--- src/rtl/mux_demux.sv ---
// ---------------------------------------------------------------------------
// mux_demux : registered 4:1 mux stage feeding a registered 1:4 demux stage
// Rev 1.0
// ---------------------------------------------------------------------------
`default_nettype none

module mux_demux #(
  parameter int DATA_BITS = 4
) (
  input  logic                 clk,
  input  logic                 reset,
  input  logic                 enb,
  input  logic [DATA_BITS-1:0] entrada0,
  input  logic [DATA_BITS-1:0] entrada1,
  input  logic [DATA_BITS-1:0] entrada2,
  input  logic [DATA_BITS-1:0] entrada3,
  input  logic [1:0]           selectorMux,
  input  logic [1:0]           selectorDemux,
  output logic [DATA_BITS-1:0] salida,
  output logic [DATA_BITS-1:0] salida0,
  output logic [DATA_BITS-1:0] salida1,
  output logic [DATA_BITS-1:0] salida2,
  output logic [DATA_BITS-1:0] salida3
);

  logic [DATA_BITS-1:0] salida_q,  salida_d;
  logic [DATA_BITS-1:0] salida0_q, salida0_d;
  logic [DATA_BITS-1:0] salida1_q, salida1_d;
  logic [DATA_BITS-1:0] salida2_q, salida2_d;
  logic [DATA_BITS-1:0] salida3_q, salida3_d;

  always_comb begin
    salida_d = '0;
    if (enb) begin
      case (selectorMux)
        2'd0:    salida_d = entrada0;
        2'd1:    salida_d = entrada1;
        2'd2:    salida_d = entrada2;
        default: salida_d = entrada3;
      endcase
    end
  end

  // Demux forwards the already-registered mux value, giving the second pipeline stage
  always_comb begin
    salida0_d = '0;
    salida1_d = '0;
    salida2_d = '0;
    salida3_d = '0;
    if (enb) begin
      case (selectorDemux)
        2'd0:    salida0_d = salida_q;
        2'd1:    salida1_d = salida_q;
        2'd2:    salida2_d = salida_q;
        default: salida3_d = salida_q;
      endcase
    end
  end

  always_ff @(posedge clk or posedge reset) begin
    if (reset) begin
      salida_q  <= '0;
      salida0_q <= '0;
      salida1_q <= '0;
      salida2_q <= '0;
      salida3_q <= '0;
    end else begin
      salida_q  <= salida_d;
      salida0_q <= salida0_d;
      salida1_q <= salida1_d;
      salida2_q <= salida2_d;
      salida3_q <= salida3_d;
    end
  end

  assign salida  = salida_q;
  assign salida0 = salida0_q;
  assign salida1 = salida1_q;
  assign salida2 = salida2_q;
  assign salida3 = salida3_q;

endmodule

`default_nettype wire

--- config.mk ---
export PLATFORM = sky130hd
export DESIGN_NAME = mux_demux
export DESIGN_NICKNAME = d
export VERILOG_FILES = /design/src/rtl/mux_demux.sv
export SDC_FILE = /design/constraint.sdc
export NUM_CORES = 1
export LEC_CHECK = 0
export BUFFER_PORTS_ARGS = -buffer_cell sky130_fd_sc_hd__buf_2
export CAP_MARGIN = 20
export CORE_ASPECT_RATIO = 1.2
export CORE_UTILIZATION = 30
export DETAILED_ROUTE_END_ITERATION = 10
export GPL_TIMING_DRIVEN = 0
export HOLD_SLACK_MARGIN = 0.06
export PLACE_DENSITY_LB_ADDON = 0.12
export SLEW_MARGIN = 25
export SYNTH_ARGS = -nofsm -noshare
export SYNTH_HDL_FRONTEND = slang
export SYNTH_SLANG_ARGS = --single-unit
--- constraint.sdc ---
create_clock -name clk -period 1.8 [get_ports clk]
set_input_delay 0.09 -clock clk [delete_from_list [all_inputs] [get_ports clk]]
set_output_delay 0.09 -clock clk [all_outputs]
set_load 0.01 [all_outputs]
==> impl_metrics.csv <==
group,metric,value,unit
pwr,powerDensity,775,mW/mm2
timing,fin_crit,1.33,ns
clocking,cts_buffers,3,
floorplanning,die_w,46.9,um
setup_path,r2r_slack,0.56,ns
synthesis,synth_area_per_cell,12.3,um2
timing,tightest_slew,0.689,ns
timing,hold_ws,0.0878,ns
detailed_routing,drc,0,
timing,rsz0062_at_grt,"no",
clocking,postCtsSetupBuffers,0,
setup_path,startpoint_type,"input pin",
clocking,clkTransAtPathRegs,0.10,ns
synthesis,ys_ff_latch,20,
timing,fin_tns_setup,0,ns
grt,grt_use_total,11.6,%
pwr,ir_drop,299,uV
synthesis,yosys_warnings,0,
grt,antenna_found_initial,0,
final_layout,seq_area,500,um2
run,max-cap-violations,0,
timing,hold_viol,0,
clocking,cts_tree,"done",
floorplanning,die_area,0.00262,mm2
final_layout,drive_gt1_share,42.6,%
hold_path,hold_path.class,"in -> reg",
synthesis,synth-seq-area-share,68.8,%
floorplanning,start_util,31.9,%
detailed_routing,first_pass_iters,2,
floorplanning,fp.dieH,55.9,um
detailed_routing,wl,1.35,mm
clocking,cts_resized,0,
place,dpl.hpwl,1.06,mm
place,port_buffers,41,
synthesis,yosysUniqueCellTypes,9,
clocking,htreeDepth,1,
clocking,clock_path_buffers,2,
synthesis,postSynthCellCount,59,
clocking,root_buffer,"clkbuf_4",
detailed_routing,drt-initial-drc-count,2,
final_layout,utilization,45.9,%
pwr,total_power,812,uW
detailed_routing,vias_per_cell,4.22,
setup_path,crit_start,"selectorDemux[1]",
setup_path,cp-end-kind,"flip-flop",
setup_path,required,2.03,ns
detailed_routing,ant_nets,0,
final_layout,area_delta_synth_final,44.1,%
clocking,clk_latency,0.29,ns
timing,period_share,73.7,%
floorplanning,fp-row-count,19,
synthesis,synthesis.area,727,um2
place,dp.cells,131,
final_layout,fin_cells,139,
clocking,cts-hold-fix-buffers,4,
setup_path,critPathMaxFanout,7,
setup_path,reg2reg_from,"salida[3]$_DFF_PP0_",
floorplanning,core,0.00228,mm2
timing,fmax,754,MHz
setup_path,arrival,1.56,ns
outcome,outcome,"finished, final reports clean",
setup_path,path_class,"in -> reg",
timing,fin_skew,0.00463,ns
final_layout,layout.nets,132,
final_layout,fillerInstances,242,
detailed_routing,wire_per_inst,9.73,um
clocking,clkSinkCount,20,
timing,slew_headroom,54.0,%
hold_path,hp-start,"entrada2[1]",
grt,grt_pass1_vias,582,
grt,grt_max_degree,21,
pwr,power_leakage,0.000602,uW
grt,grt_first_pass_wirelength,2.13,mm
synthesis,syn_nets,82,
place,gp_congestion,0.751,
timing,setup_viol,0,
detailed_routing,dr_total_vias,586,
timing,maxSlewViolCount,0,
final_layout,antenna_cells,0,
grt,grt_overflow,0,
final_layout,multi_input_area,211,um2
floorplanning,io_pins,43,
==> metrics by stage <==
step | area [um2] | setup WS [ns]
finish | 1050 | 0.474
global route | 1050 | 0.453
CTS | 1050 | 0.530
detailed placement | 971 | 1.04
global placement | 971 | 1.05
floorplan | 727 | 1.12
==> kinds of logic (layout without fill, tap and decap cells) <==
| group | after synthesis | in the layout | share of synthesized area (%) |
|---|---|---|---|
| buffers and inverters | 2 | 51 | 2.06 |
| and+or+nand+nor | 25 | 25 | 14.6 |
| DFF | 20 | 20 | 68.8 |
| AOI/OAI and AO/OA | 4 | 4 | 3.44 |
| muxes | 8 | 8 | 11.0 |
==> critical path: stages <==
cell,delay [ns]
dlygate4sd3_1,0.54
buf_2,0.16
nor3_1,0.20
dlygate4sd3_1,0.57
==> final timing paths <==
check,end,cells after the start
min in group asynchronous,salida[3]$_DFF_PP0_,3
setup / recovery,salida0[3]$_DFF_PP0_,4
hold reg to reg,salida2[3]$_DFF_PP0_,2
setup reg to reg,salida0[3]$_DFF_PP0_,3
max in group asynchronous,salida0[0]$_DFF_PP0_,3
hold / removal,salida[1]$_DFF_PP0_,3
==> power breakdown <==
part           internal, uW  switching [uW]
logic                  48.7            52.9
registers               462            4.92
clock network           123             120
total                   634             178
==> routing by layer <==
metal / up-vias / share of wire [%] / track usage (%) / wire length [um]
met3: 2 / 6.8 / 2.60 / 92
met2: 32 / 54 / 20.4 / 727
met5: - / 0 / 0 / 0
met1: 257 / 38 / 10.5 / 514
li1: 295 / - / - / -
met4: 0 / 1.3 / 8.57 / 18
==> cell usage after synthesis (all sizes together) <==
| library cell | n | area [um2] |
|---|---|---|
| dfrtp | 20 | 500 |
| mux2i | 8 | 80.1 |
| nand2 | 6 | 22.5 |
| o22ai | 4 | 25.0 |
| buf | 1 | 11.3 |
| inv | 1 | 3.75 |
| nor3 | 4 | 20.0 |
| nand2b | 3 | 18.8 |
| nor2 | 12 | 45.0 |
==> layout by cell type (no fill, tap or decap) <==
cell,count
inv_1,1
buf_2,41
clkbuf_4,3
nand2b_1,3
dfrtp_1,20
buf_6,1
nor3_1,4
o22ai_1,4
nand2_1,6
nor2_1,12
clkbuf_8,1
dlygate4sd3_1,4
mux2i_1,8
==> registers in the layout, summed over array words and instances, names as in the netlist <==
name     count
salida0      4
salida       4
salida2      4
salida3      4
salida1      4
==> final cells by class <==
class | instances | area share, %
timing repair buffer | 45 | 23.4
inverter | 1 | 0.358
clock buffer | 4 | 3.46
sequential | 20 | 47.8
buffer | 1 | 1.08
multi-input combinational | 37 | 20.2
tap | 31 | 3.70
(Power assumes the default switching activity.)
